### src/rtl/ltc2175_frame_align.sv
`timescale 1ns/1ps
// LTC2175 frame-lane word aligner: pulses ISERDES2 BITSLIP until the frame word matches PATTERN,
// then monitors lock. Define FRAME_ERR_CNT_EN to build the LOCKED-state frame-error counter.
module ltc2175_frame_align #(
  parameter int               WIDTH       = 8,
  parameter logic [WIDTH-1:0] PATTERN     = 8'hF0,
  parameter int               SETTLE      = 7,
  parameter int               MATCH_CNT   = 16,
  parameter int               LOSS_THRESH = 4,
  parameter int               ERR_W       = 16
) (
  input  logic                   clk,
  input  logic                   rst,
  input  logic                   start,
  input  logic [WIDTH-1:0]       frame_data,
  output logic                   bitslip,
  output logic                   aligned,
  output logic                   fail,
  output logic [$clog2(WIDTH):0] slip_cnt,
  output logic [ERR_W-1:0]       err_cnt
);

  localparam int SLIP_W  = $clog2(WIDTH) + 1;
  localparam int SET_W   = (SETTLE > 1) ? $clog2(SETTLE + 1) : 1;
  localparam int MATCH_W = (MATCH_CNT > 1) ? $clog2(MATCH_CNT + 1) : 1;
  localparam int LOSS_W  = (LOSS_THRESH > 1) ? $clog2(LOSS_THRESH + 1) : 1;

  typedef enum logic [2:0] {
    ST_SETTLE_WAIT = 3'd0,
    ST_CHECK       = 3'd1,
    ST_SLIP        = 3'd2,
    ST_LOCKED      = 3'd3,
    ST_FAIL        = 3'd4
  } state_t;

  state_t              state_r;
  state_t              next_state_s;
  logic [SET_W-1:0]    settle_cnt_r;
  logic [MATCH_W-1:0]  match_cnt_r;
  logic [LOSS_W-1:0]   loss_cnt_r;
  logic [SLIP_W-1:0]   slip_cnt_r;
  logic                bitslip_r;
  logic                aligned_r;
  logic                fail_r;
  logic                bitslip_s;
  logic                aligned_s;
  logic                fail_s;
  logic                word_match_s;
  logic                settle_done_s;
  logic                match_done_s;
  logic                loss_done_s;
  logic                slips_exhausted_s;

  assign word_match_s      = (frame_data == PATTERN);
  assign settle_done_s     = (settle_cnt_r == SET_W'(SETTLE - 1));
  assign match_done_s      = (match_cnt_r == MATCH_W'(MATCH_CNT - 1));
  assign loss_done_s       = (loss_cnt_r == LOSS_W'(LOSS_THRESH - 1));
  assign slips_exhausted_s = (slip_cnt_r == SLIP_W'(WIDTH));

  // State register
  always_ff @(posedge clk) begin
    if (rst) begin
      state_r <= ST_SETTLE_WAIT;
    end else begin
      state_r <= next_state_s;
    end
  end

  // Next-state decode; start overrides every state
  always_comb begin
    next_state_s = state_r;
    if (start) begin
      next_state_s = ST_SETTLE_WAIT;
    end else begin
      case (state_r)
        ST_SETTLE_WAIT: begin
          if (settle_done_s) next_state_s = ST_CHECK;
          else               next_state_s = ST_SETTLE_WAIT;
        end
        ST_CHECK: begin
          if (word_match_s) begin
            if (match_done_s) next_state_s = ST_LOCKED;
            else              next_state_s = ST_CHECK;
          end else if (slips_exhausted_s) begin
            next_state_s = ST_FAIL;
          end else begin
            next_state_s = ST_SLIP;
          end
        end
        ST_SLIP:   next_state_s = ST_SETTLE_WAIT;
        ST_LOCKED: begin
          // Loss of lock retries the current alignment before slipping again
          if (!word_match_s && loss_done_s) next_state_s = ST_CHECK;
          else                              next_state_s = ST_LOCKED;
        end
        ST_FAIL:   next_state_s = ST_FAIL;
        default:   next_state_s = ST_SETTLE_WAIT;
      endcase
    end
  end

  // Output decode from the transition, so each flop reflects the state being entered
  always_comb begin
    bitslip_s = (next_state_s == ST_SLIP);
    aligned_s = (state_r == ST_LOCKED) && (next_state_s == ST_LOCKED);
    fail_s    = (next_state_s == ST_FAIL);
  end

  // Output registers
  always_ff @(posedge clk) begin
    if (rst) begin
      bitslip_r <= 1'b0;
      aligned_r <= 1'b0;
      fail_r    <= 1'b0;
    end else begin
      bitslip_r <= bitslip_s;
      aligned_r <= aligned_s;
      fail_r    <= fail_s;
    end
  end

  // Settle timer: runs only while staying in SETTLE_WAIT
  always_ff @(posedge clk) begin
    if (rst) begin
      settle_cnt_r <= '0;
    end else if (!start && (state_r == ST_SETTLE_WAIT) && (next_state_s == ST_SETTLE_WAIT)) begin
      settle_cnt_r <= settle_cnt_r + SET_W'(1);
    end else begin
      settle_cnt_r <= '0;
    end
  end

  // Consecutive-match counter; never exceeds MATCH_CNT-1 because lock is taken at that value
  always_ff @(posedge clk) begin
    if (rst) begin
      match_cnt_r <= '0;
    end else if (!start && (state_r == ST_CHECK) && (next_state_s == ST_CHECK)) begin
      match_cnt_r <= match_cnt_r + MATCH_W'(1);
    end else begin
      match_cnt_r <= '0;
    end
  end

  // Consecutive-mismatch counter while locked
  always_ff @(posedge clk) begin
    if (rst) begin
      loss_cnt_r <= '0;
    end else if (!start && (state_r == ST_LOCKED) && (next_state_s == ST_LOCKED) && !word_match_s) begin
      loss_cnt_r <= loss_cnt_r + LOSS_W'(1);
    end else begin
      loss_cnt_r <= '0;
    end
  end

  // Bitslip tally since the last restart or loss of lock
  always_ff @(posedge clk) begin
    if (rst) begin
      slip_cnt_r <= '0;
    end else if (start) begin
      slip_cnt_r <= '0;
    end else if (state_r == ST_SLIP) begin
      slip_cnt_r <= slip_cnt_r + SLIP_W'(1);
    end else if ((state_r == ST_LOCKED) && (next_state_s == ST_CHECK)) begin
      slip_cnt_r <= '0;
    end else begin
      slip_cnt_r <= slip_cnt_r;
    end
  end

`ifdef FRAME_ERR_CNT_EN
  logic [ERR_W-1:0] err_cnt_r;

  // Saturating count of bad frame words seen while locked; only rst clears it
  always_ff @(posedge clk) begin
    if (rst) begin
      err_cnt_r <= '0;
    end else if (!start && (state_r == ST_LOCKED) && !word_match_s && (err_cnt_r != {ERR_W{1'b1}})) begin
      err_cnt_r <= err_cnt_r + ERR_W'(1);
    end else begin
      err_cnt_r <= err_cnt_r;
    end
  end

  assign err_cnt = err_cnt_r;
`else
  assign err_cnt = '0;
`endif

  assign bitslip  = bitslip_r;
  assign aligned  = aligned_r;
  assign fail     = fail_r;
  assign slip_cnt = slip_cnt_r;

endmodule

### config.mk
export PLATFORM = sky130hd
export DESIGN_NAME = ltc2175_frame_align
export DESIGN_NICKNAME = d
export VERILOG_FILES = /design/src/rtl/ltc2175_frame_align.sv
export SDC_FILE = /design/constraint.sdc
export NUM_CORES = 1
export LEC_CHECK = 0
export BUFFER_PORTS_ARGS = -buffer_cell sky130_fd_sc_hd__buf_2
export CELL_PAD_IN_SITES_DETAIL_PLACEMENT = 1
export CELL_PAD_IN_SITES_GLOBAL_PLACEMENT = 2
export CORE_MARGIN = 2
export CORE_UTILIZATION = 30
export CTS_CLUSTER_DIAMETER = 200
export DETAILED_ROUTE_END_ITERATION = 6
export PLACE_DENSITY = 0.79
export SETUP_SLACK_MARGIN = 0.5
export SYNTH_ARGS = -nofsm -noshare
export SYNTH_HDL_FRONTEND = slang
export SYNTH_SLANG_ARGS = --single-unit
### constraint.sdc
create_clock -name clk -period 2.5 [get_ports clk]
set_input_delay 0.5 -clock clk [delete_from_list [all_inputs] [get_ports clk]]
set_output_delay 0.5 -clock clk [all_outputs]
set_load 0.01 [all_outputs]
; After elaboration in Yosys (flattened, before gate mapping)
; Cells that the tools add are included.
[totals]
regBits = 21
word_cells = 56
input_bits = 11
[classes]
eq_ne = 13
bitwise_logic = 3
mux = 9
reduce_logical = 19
addsub = 4
[ops]
columns = operator, count
row1 = $eq A3 B2 Y1 const B, 5
row2 = $pmux W3 S4, 1
row3 = $logic_and A1 B1 Y1, 10
row4 = $eq A3 B3 Y1 const B, 3
row5 = $mux W3, 3
row6 = $eq A8 B8 Y1 const B, 1
row7 = $mux W4, 2
row8 = $reduce_or A2 Y1, 4
row9 = $add A3 B1 Y3 const B, 2
row10 = $eq A3 B1 Y1 const B, 2
row11 = $logic_not A3 Y1, 2
row12 = $add A5 B1 Y5 const B, 1
row13 = $eq A5 B4 Y1 const B, 1
row14 = $add A4 B1 Y4 const B, 1
row15 = $eq A4 B4 Y1 const B, 1
row16 = $mux W2, 2
row17 = $not A1 Y1, 3
row18 = $logic_not A1 Y1, 2
row19 = $reduce_bool A2 Y1, 1
row20 = $mux W1, 1

; Longest topological paths before layout
; Gate-level depths: netlist (run 1).
[logic_depth]
ltp_word = 11
depth_mapped = 7

; Worst setup path before layout (run 1)
; No wires, ideal clock.
[synth_timing]
path_type = register to register
from = reg match_cnt_r[0]
to = reg match_cnt_r[2]
slack_ns = 0.566
path_stages_with_launch = 8
arrival_time_ns = 1.869
required_ns = 2.436
path_cell_list = dfxtp_1 -> ha_1 -> and3_1 -> ha_1 -> nor2_1 -> a211oi_4 -> or4b_4 -> nor2_1
[synth_via]
elab_chain_len = 9
elab_cells_between_ends = 10
cone_classes = 1 x add/sub / 2 x eq/ne / 4 x mux / 1 x bitwise / 2 x reduce/logical
[synth_lines]
columns = item, line_no
row1 = from (decl), 39  ; logic [MATCH_W-1:0] match_cnt_r;
row2 = from (signal assigned), 138  ; match_cnt_r <= match_cnt_r + MATCH_W'(1);
row3 = $eq A5 B4 Y1, 56  ; assign match_done_s = (match_cnt_r == MATCH_W'(MATCH_CNT - 1));
row4 = $mux W2, 82  ; if (match_done_s) next_state_s = ST_LOCKED;
row5 = $mux W3, 81  ; if (word_match_s) begin
row6 = $pmux W3 S4, 75  ; case (state_r)
row7 = $mux W3, 72  ; if (start) begin
row8 = $eq A3 B1 Y1, 137  ; end else if (!start && (state_r == ST_CHECK) && (next_state_s == ST_CHECK)) begin
row9 = $logic_and A1 B1 Y1, 137
row10 = $not A1 Y1 (no line), n/a
row11 = $reduce_or A2 Y1 (no line), n/a
; Parallel ways exist; a longest one is shown, timed or not.
; A chain may end at the register's enable or synchronous reset.

; Worst setup path in the final report (run 1)
[layout_timing]
from = reg match_cnt_r[0]
to = reg match_cnt_r[3]
; The elaborated chain is that of the path after synthesis.

==> results of run 1 <==
## metal layers
metal	GRT usage [%]	wire length, um	vias to the layer above
met5	0	0	-
li1	-	-	412
met3	3.07	116	0
met2	18.9	1110	23
met1	14.5	1020	394
met4	1.53	0	0
## repair_timing
action,4_1_cts,5_1_grt
hold buffers,0,0
setup buffers,0,1
endpoints found under the setup margin,7,10
gates resized for setup,1,4
pin swaps,0,5
## registers in the layout, summed over array words and instances (netlist names)
register	cells
match_cnt_r	5
slip_cnt	4
loss_cnt_r	3
settle_cnt_r	3
state_r	3
aligned	1
bitslip	1
fail	1
## placed cells by master (no fill, tap or decap), types with 2 or more instances in the layout
| cell | count |
|---|---|
| clkbuf_8 | 3 |
| dfxtp_1 | 20 |
| nor3_2 | 2 |
| a21oi_1 | 2 |
| nand3_1 | 4 |
| xnor2_1 | 2 |
| xor2_1 | 3 |
| nand4_1 | 2 |
| nor2_1 | 12 |
| conb_1 | 16 |
| buf_2 | 17 |
| and3_1 | 2 |
| inv_1 | 7 |
| nor3_1 | 5 |
| a311oi_1 | 2 |
| ha_1 | 8 |
| nand2_1 | 4 |
| nor2b_1 | 2 |
## cell type report
class / instances / share of cell area [%]
multi-input cells: 87 / 48.8
flip-flops and latches: 21 / 33.4
repair buffers: 18 / 7.33
well taps: 48 / 4.76
clock buffers: 3 / 3.27
inverters: 7 / 2.08
clock inverters: 1 / 0.396
## cells by family after synthesis
logic type / synth area share, %
AO/OA/AOI/OAI: 12.0
XOR/XNOR: 3.77
adder cells (fa/ha/maj): 8.62
buffers and inverters: 17.1
flip-flops: 36.2
other: 0.323
AND/OR/NAND/NOR: 22.0
## critical path, cell delays in order (launching register included)
cell	delay, ns
dfxtp_1	0.33
ha_1	0.22
and3_1	0.19
ha_1	0.20
nor2_4	0.19
a211oi_4	0.09
or4b_4	0.52
nor2_1	0.11
## how the worst min path moves through the flow
stage,end,cells past startpoint
after detailed placement,loss_cnt_r[0]$_SDFF_PP0_,1
final,loss_cnt_r[0]$_SDFF_PP0_,1
after global routing,fail$_SDFF_PP0_,2
after global placement,loss_cnt_r[0]$_SDFF_PP0_,1
after floorplan,loss_cnt_r[0]$_SDFF_PP0_,1
after CTS,loss_cnt_r[0]$_SDFF_PP0_,1
## through the flow
stage / setup slack [ns] / hold WS (ns) / cells / util [%]
after floorplan: 0.566 / 0.407 / 136 / -
after global placement: 0.466 / 0.418 / 180 / 32.3
after detailed placement: 0.443 / 0.432 / 180 / 32.3
after CTS: 0.518 / 0.442 / 184 / 33.6
after global routing: 0.472 / 0.467 / 185 / 34.2
final: 0.580 / 0.433 / 185 / 34.2
## power by group
group / switching, mW / internal, mW
registers: 0.00114 / 0.336
logic: 0.0219 / 0.00931
clock network: 0.108 / 0.111
==> summary.md, run 1 <==
| Metric | Value |
|---|---|
| Top cell type's share of synthesized area | between 30% and 40% |
| Final setup fails | 0 |
| Vias in the first global route | about 830 |
| R2R Setup Slk | just under 0.6 ns |
| Global-route wire length before repair | between 3000 and 4000 um |
| Area grow syn2layout | 8.73% |
| Max-cap viol count | 0 |
| Worst Path Class, Setup | register to register |
| Hold WC Path Type | register to register |
| Num Clock Sinks | 21 |
| Hold_sp | loss_cnt_r[0]$_SDFF_PP0_ |
| DR pass1 iterations | 4 |
| DR iter-0 viols | 10 |
| Crit path DAT | 2.12 ns |
| Ys flop type | dfxtp_1 |
| Synth Register Bits | 21 |
| Diodes inserted | 0 |
| Post-Syn Area | between 1000 and 1500 um2 |
| Overall routing resource usage | around 11% |
| DRC viols | 0 |
| # rows | 22 |
| Initial Util | a little under a third |
| Core footprint | between 3000 and 4000 um2 |
| Leakage Power | about 0.55 nW |
| Cell Pwr Density | around 470 nW/um2 |
| Worst VDD drop | 242 uV |
| Startpoint Class | register |
| Worst flop-to-flop path startpoint | match_cnt_r[0]$_SDFF_PP0_ |
| DR WL/cell | around 12 um |
| Layout net count | around 160 |
| Worst Path Max Fanout | 4 |
| Setup crit end kind | register |
| Die area | ~4400 um2 |
| CTS tree | done |
| Filler instances | 450 |
| Avg Synthesized Cell Area | about 9.6 um2 |
| Initial antenna violation count | 0 |
| Warnings, synthesis | 0 |
| Final Cell Area | roughly 1300 um2 |
| RSZ-0062 raised after global routing | true |
| Async S/R FF share, synth | 0% |
| Synth area leader | dfxtp_1 |
| PortBufs | 17 |
| Yosys cell types | 39 |
| Fmax | between 500 and 600 MHz |
| R2r endpoint | match_cnt_r[3]$_SDFF_PP0_ |
| Final Critical Period | about 1.9 ns |
| Largest cells by area after synthesis | dfxtp_1 36%, buf_4 10%, ha_1 8.6% |
| Vias per cell | 4.48 |
| Depth of the most critical reg-to-reg path | 7 |
| Final hold vios | 0 |
| CTS buffer count | 3 |
| DP Wirelength | between 1500 and 2000 um |
| Reg clk slew, reported paths | about 0.08 ns |
| Skew-Pair Late Insertion Delay | 0.26 ns |
| I/O pin total | 34 |
| Register area | 422 um2 |
| Final antenna-violating net count | 0 |
| Power Total | between 0.5 and 0.6 mW |
| Crit path capture | match_cnt_r[3]$_SDFF_PP0_ |
| Clock buffer depth | 2 |
| Max-slew violation count | 0 |
| Sequential share of the synthesized area | 36.2% |
| Layout cells sized above 1 | between 20 and 30% |
| Root Buffer | clkbuf_8 |
| Final Cycle Share | about three quarters |
| Crit path from | match_cnt_r[0]$_SDFF_PP0_ |
| Total grt overflow | 0 |
| Multi-input combinational cell area | between 600 and 700 um2 |
| RePlAce Congestion | between 0.8 and 0.9 |
| Number of synthesized flops with an enable pin | 0 |
| Post-route setup TNS | 0 ns |
| CTS H-tree lvls | 1 |
| Status | finished, final reports clean |
| Chip height | approximately 66 um |
| Setup Skew | around 0.010 ns |
| Top cells by count, synth | 21 x dfxtp_1, 16 x buf_4, 13 x nor2_1, 8 x ha_1, 7 x inv_1 |
| Most frequent cell after synthesis | dfxtp_1 |
| Routed wire length | about 2200 um |
| Worst path required time | 2.70 ns |
| Via count | approximately 830 |
| Synthesized instance count | approximately 120 |
| Largest net degree at the start of global routing | 13 |
| Placed cell area | ~1200 um2 |
| Die Wd | ~66 um |
(Power assumes the default switching activity.)
==> inputs of run 2 (changes only) <==
--- a/config.mk
+++ b/config.mk
@@ -9,10 +9,10 @@
 export CELL_PAD_IN_SITES_DETAIL_PLACEMENT = 1
 export CELL_PAD_IN_SITES_GLOBAL_PLACEMENT = 2
 export CORE_MARGIN = 2
-export CORE_UTILIZATION = 30
+export CORE_UTILIZATION = 27
 export CTS_CLUSTER_DIAMETER = 200
 export DETAILED_ROUTE_END_ITERATION = 6
-export PLACE_DENSITY = 0.79
+export PLACE_DENSITY = 0.75
 export SETUP_SLACK_MARGIN = 0.5
 export SYNTH_ARGS = -nofsm -noshare
 export SYNTH_HDL_FRONTEND = slang
==> constraint.sdc (replaced) <==
create_clock -name clk -period 1.55 [get_ports clk]
set_input_delay 0.31 -clock clk [delete_from_list [all_inputs] [get_ports clk]]
set_output_delay 0.31 -clock clk [all_outputs]
set_load 0.01 [all_outputs]
==> run 2 against run 1 <==
  * The flow now finishes with violations (setup timing)
  * Power up 66%
  * Non-clock buffer count up 41
  * Worst hold slack worse by 0.10 ns
  * Combinational power up 120%
  * Clock power up 67%
  * Critical path depth unchanged
  * Sequential power up 61%
  * Global-route usage up 2.7 points
==> summary.md, run 2 (synthesis gave the netlist of run 1 again) <==
| Metric | Value |
|---|---|
| Core footprint | approximately 4000 um2 |
| Final hold vios | 0 |
| Hold-fix buffers, CTS | 0 |
| Worst Path Max Fanout | 4 |
| Crit path DAT | approximately 2.0 ns |
| Hold endpoint | state_r[1]$_SDFF_PP0_ |
| CTS buffer count | 3 |
| Num Clock Sinks | 21 |
| DR WL/cell | about 15 um |
| Vias in the first global route | around 1100 |
| DP Wirelength | 2250 um |
| Total grt overflow | 0 |
| Die area | 4840 um2 |
| Die Wd | just under 70 um |
| Fmax | approximately 550 MHz |
| Setup crit end kind | register |
| Setup Skew | 0.00289 ns |
| Initial antenna violation count | 0 |
| Max-slew violation count | 0 |
| Hold WC Path Type | input pin to register |
| Overall routing resource usage | between 10% and 20% |
| CTS H-tree lvls | 1 |
| DR iter-0 viols | 6 |
| Final setup margin | -0.278 ns |
| Global-route wire length before repair | between 5000 and 6000 um |
| Final cell count without fillers | ~230 |
| Chip height | between 60 and 70 um |
| Area grow syn2layout | 58.9% |
| Final Critical Period | 1.83 ns |
| Final antenna-violating net count | 0 |
| Initial Util | between 20% and 30% |
| Most used cell, CP | ha_4 |
| CP max-delay cell | or4b_4 |
| DRC viols | 0 |
| Leakage Power | 0.782 nW |
| Depth of the most critical reg-to-reg path | 7 |
| Diodes inserted | 0 |
| Status | complete, but fails checks |
| Largest net degree at the start of global routing | 12 |
| R2R Setup Slk | -0.28 ns |
| Vias per cell | roughly 4.5 |
| Worst path required time | between 1.5 and 2 ns |
| Worst flop-to-flop path startpoint | match_cnt_r[1]$_SDFF_PP0_ |
| DR pass1 iterations | 3 |
| Hold Crit Depth | 3 |
| Worst VDD drop | 237 uV |
| R2r endpoint | match_cnt_r[4]$_SDFF_PP0_ |
| Power Total | approximately 0.98 mW |
| Skew-Pair Late Insertion Delay | roughly 0.26 ns |
| Final Cycle Share | 118% |
| Max reg flops | 5 |
| CP peak stage delay | roughly 0.55 ns |
| RePlAce Congestion | 0.801 |
| Layout cells sized above 1 | about three fifths |
| Most frequent cells in the layout | 30 x buf_4, 16 x conb_1, 15 x buf_6, 13 x buf_2 |
| Clock buffer depth | 2 |
| Cell Pwr Density | approximately 530 nW/um2 |
| Placed Cells | roughly 210 |
| CTS tree | done |
| PortBufs | 17 |
| Crit-path cells | ha_4 > and3_4 > ha_4 > nor2_4 > a211oi_4 > or4b_4 > nor2_2 |
| Failing checks | setup timing |
| RSZ-0062 raised after global routing | true |
| Root Buffer | clkbuf_8 |
| Via count | 1027 |
| Routed wire length | approximately 3300 um |
| Final setup fails | 15 |
| Startpoint Class | register |
| Reg clk slew, reported paths | roughly 0.07 ns |
| Max-cap viol count | 0 |
| Worst Path Class, Setup | register to register |
| Register with the most flip-flops | match_cnt_r |
| Most common cell after layout, fill and taps aside | buf_4 |
| Layout net count | 198 |
| I/O pin total | 34 |
| Hold_sp | rst |
| Post-Place Setup Slack | -0.300 ns |
| # rows | 23 |
-- run 2: final cells by class --
class	count	area (um2)
Timing Repair Buffer	59	479
Fill cell	467	2210
Tap cell	50	62.6
Clock buffer	4	45.0
Sequential cell	21	437
Multi-Input combinational cell	87	796
Inverter	7	26.3
-- run 2: stage by stage --
step / util (%) / setup TNS, ns / hold WS [ns] / area [um2]
6_report: 45.5 / -2.90 / 0.331 / 1850
3_5_place_dp: 35.7 / -2.94 / 0.424 / 1450
2_1_floorplan: - / -0.905 / 0.381 / 1280
4_1_cts: 44.4 / -1.88 / 0.330 / 1800
3_3_place_gp: 35.7 / -2.49 / 0.415 / 1450
5_1_grt: 45.5 / -3.92 / 0.336 / 1850
-- run 2: worst max-delay path: cells and delay by family (launching register included) --
kind	cells	cell delay (ns)
compound gates	1	0.10
fa+ha+maj	2	0.32
flops	1	0.34
simple gates	4	1.00
-- run 2: how the worst max path moves through the flow --
stage	start	to	slack (ns)	cells past startpoint
6_report	match_cnt_r[1]$_SDFF_PP0_	match_cnt_r[4]$_SDFF_PP0_	-0.28	7
3_3_place_gp	frame_data[2]	loss_cnt_r[1]$_SDFF_PP0_	-0.24	6
5_1_grt	match_cnt_r[1]$_SDFF_PP0_	slip_cnt[2]$_SDFFE_PP0P_	-0.34	9
4_1_cts	slip_cnt[1]$_SDFFE_PP0P_	match_cnt_r[4]$_SDFF_PP0_	-0.21	7
3_5_place_dp	loss_cnt_r[0]$_SDFF_PP0_	match_cnt_r[3]$_SDFF_PP0_	-0.30	7
2_1_floorplan	match_cnt_r[0]$_SDFF_PP0_	match_cnt_r[0]$_SDFF_PP0_	-0.20	7
-- run 2: power by group --
group	leakage, nW	switching (mW)	internal, mW
Clock	0.0228	0.183	0.183
Combinational	0.584	0.0429	0.0249
Sequential	0.175	0.00206	0.540
-- run 2: layer usage --
layer | vias up | routed length [um] | GRT usage, %
li1 | 497 | - | -
met1 | 496 | 1290 | 14.1
met2 | 29 | 1830 | 27.5
met3 | 5 | 145 | 2.91
met4 | 0 | 47 | 4.79
met5 | - | 0 | 0
-- run 2: repair_timing --
action / 4_1_cts / 5_1_grt
buffers inserted: 14 / 2
gates resized for setup: 48 / 6
cloned: 0 / 0
pin swaps: 26 / 10
endpoints found under the setup margin: 25 / 24
hold endpoints to repair: 0 / 0
==> inputs of run 3 (changes only) <==
--- a/config.mk
+++ b/config.mk
@@ -5,10 +5,11 @@
 export SDC_FILE = /design/constraint.sdc
 export NUM_CORES = 1
 export LEC_CHECK = 0
+export ABC_CLOCK_PERIOD_IN_PS = 1550
 export BUFFER_PORTS_ARGS = -buffer_cell sky130_fd_sc_hd__buf_2
 export CELL_PAD_IN_SITES_DETAIL_PLACEMENT = 1
 export CELL_PAD_IN_SITES_GLOBAL_PLACEMENT = 2
-export CORE_MARGIN = 2
+export CORE_ASPECT_RATIO = 1.4
 export CORE_UTILIZATION = 27
 export CTS_CLUSTER_DIAMETER = 200
 export DETAILED_ROUTE_END_ITERATION = 6
==> run 3 against run 2 <==
  * The flow finishes with violations (DRC, setup timing)
  * Critical path depth is the same
  * Clock-buffer cell count unchanged
  * Final area up 2.8%
  * Sequential power barely moved
  * Setup slack improved by 0.12 ns
  * Clock skew grew 0.0028 ns
  * Sequential share of layout area shrank 0.64 points
  * Critical endpoint is now match_cnt_r[2]$_SDFF_PP0_
==> summary.md, run 3 (synthesis gave the netlist of run 1 again) <==
| Metric | Value |
|---|---|
| Status | complete, but fails checks |
| Failing checks | DRC, setup timing |
| Die Wd | 57.4 um |
| Post-route setup TNS | -1.36 ns |
| Final setup margin | -0.158 ns |
| DR pass1 iterations | 6 |
| Worst path required time | 1.76 ns |
| Most common cell after layout, fill and taps aside | buf_4 |
| Diodes inserted | 0 |
| Total grt overflow | 0 |
| Setup Skew | 0.00571 ns |
| DR iter-0 viols | 19 |
| Global-route wire length before repair | between 5000 and 6000 um |
| Register area | 437 um2 |
| CTS tree | done |
| DR WL/cell | about 14 um |
| Cell Pwr Density | 519 nW/um2 |
| Initial Util | about 29% |
| Fmax | roughly 590 MHz |
| Num Clock Sinks | 21 |
| Register with the most flip-flops | match_cnt_r |
| Worst Path Max Fanout | 4 |
| Layout cells sized above 1 | roughly 65% |
| Hold Slack | ~0.35 ns |
| Layout net count | 200 |
| Root Buffer | clkbuf_8 |
| Crit path DAT | 1.91 ns |
| Max reg flops | 5 |
| Multi-input combinational cell area | 835 um2 |
| CTS H-tree lvls | 1 |
| Routed wire length | 3170 um |
| Hold WC Path Type | input pin to register |
| PortBufs | 17 |
| CTS buffer count | 3 |
| RSZ-0062 raised after global routing | true |
| Final Cycle Share | 110% |
| DRC viols | 4 |
| Overall routing resource usage | 15.0% |
| Worst VDD drop | roughly 280 uV |
| RePlAce Congestion | ~0.75 |
| Final antenna-violating net count | 0 |
| Reg clk slew, reported paths | 0.07 ns |
| Most frequent cells in the layout | 28 x buf_4, 20 x buf_6, 16 x conb_1, 13 x buf_2 |
| Max-slew violation count | 0 |
| Final hold vios | 0 |
| Startpoint Class | register |
| Max-cap viol count | 0 |
| Final Critical Period | between 1.5 and 2 ns |
| Vias in the first global route | approximately 1100 |
| Setup crit end kind | register |
| Vias per cell | around 4.6 |
| Chip height | around 80 um |
| Final setup fails | 14 |
| I/O pin total | 34 |
| Skew-Pair Late Insertion Delay | around 0.27 ns |
| Clock buffer depth | 2 |
| Die area | between 4000 and 5000 um2 |
| Via count | around 1000 |
| DP Wirelength | 2000 um |
| # rows | 27 |
| Core footprint | 4020 um2 |
| Largest net degree at the start of global routing | 12 |
| Initial antenna violation count | 0 |
| Filler instances | 457 |
| Leakage Power | just over 0.8 nW |
| Worst Path Class, Setup | register to register |
| Area grow syn2layout | 63.4% |
-- run 3: changes by cell type in the layout (fill, tap and decap cells not counted), sizes merged --
cell	delta
buf	+2
-- run 3: stage by stage --
| stage | cell area (um2) | util [%] | cells | total power, mW | worst slack [ns] |
|---|---|---|---|---|---|
| 3_3_place_gp | 1430 | 35.6 | 200 | 0.613 | -0.226 |
| 4_1_cts | 1740 | 43.4 | 220 | 0.990 | -0.162 |
| 6_report | 1900 | 47.2 | 223 | 0.984 | -0.158 |
| 3_5_place_dp | 1430 | 35.6 | 200 | 0.614 | -0.260 |
| 5_1_grt | 1900 | 47.2 | 223 | 1.03 | -0.218 |
| 2_1_floorplan | 1280 | - | 136 | 0.625 | -0.197 |
-- run 3: what timing repair did --
| item | in CTS | in global routing |
|---|---|---|
| resized for setup | 39 | 25 |
| pin swaps | 25 | 7 |
| buffers inserted | 16 | 3 |
| endpoints found under the setup margin | 25 | 26 |
| hold buffers | 0 | 0 |
-- run 3: where the power goes --
| group | internal [mW] | switching, mW | total (mW) | leakage [nW] |
|---|---|---|---|---|
| combinational | 0.0262 | 0.0429 | 0.0691 | 0.609 |
| clock | 0.184 | 0.189 | 0.373 | 0.0228 |
| sequential | 0.540 | 0.00234 | 0.542 | 0.175 |
-- run 3: cell type report --
cell class	count	share of cell area [%]
clock buffer	4	2.37
inverter	7	1.39
multi-input combinational	87	44.0
sequential	21	23.0
tap	43	2.84
timing repair buffer	61	26.4
-- run 3: metal layers --
layer | GRT usage (%) | vias up | share of wire [%] | wire length [um]
met1 | 16.3 | 490 | 39 | 1240
met3 | 2.27 | 8 | 4.8 | 153
met4 | 7.56 | 0 | 3.0 | 95
li1 | - | 498 | - | -
met2 | 27.4 | 37 | 53 | 1680
met5 | 0 | - | 0 | 0
-- run 3: critical path, stage by stage, from the launching register on --
cell      delay, ns
dfxtp_2        0.34
ha_4           0.15
and3_4         0.15
ha_4           0.15
nor2_4         0.14
a211oi_4       0.09
or4b_4         0.52
nor2_1         0.10
-- run 3: final timing paths --
path,from,end,slack [ns],depth (start not counted)
worst max-delay path,match_cnt_r[0]$_SDFF_PP0_,match_cnt_r[2]$_SDFF_PP0_,-0.16,7
worst min-delay path,rst,state_r[1]$_SDFF_PP0_,0.35,3
worst max register to register,match_cnt_r[0]$_SDFF_PP0_,match_cnt_r[2]$_SDFF_PP0_,-0.16,7
worst min register to register,loss_cnt_r[0]$_SDFF_PP0_,loss_cnt_r[0]$_SDFF_PP0_,0.52,2
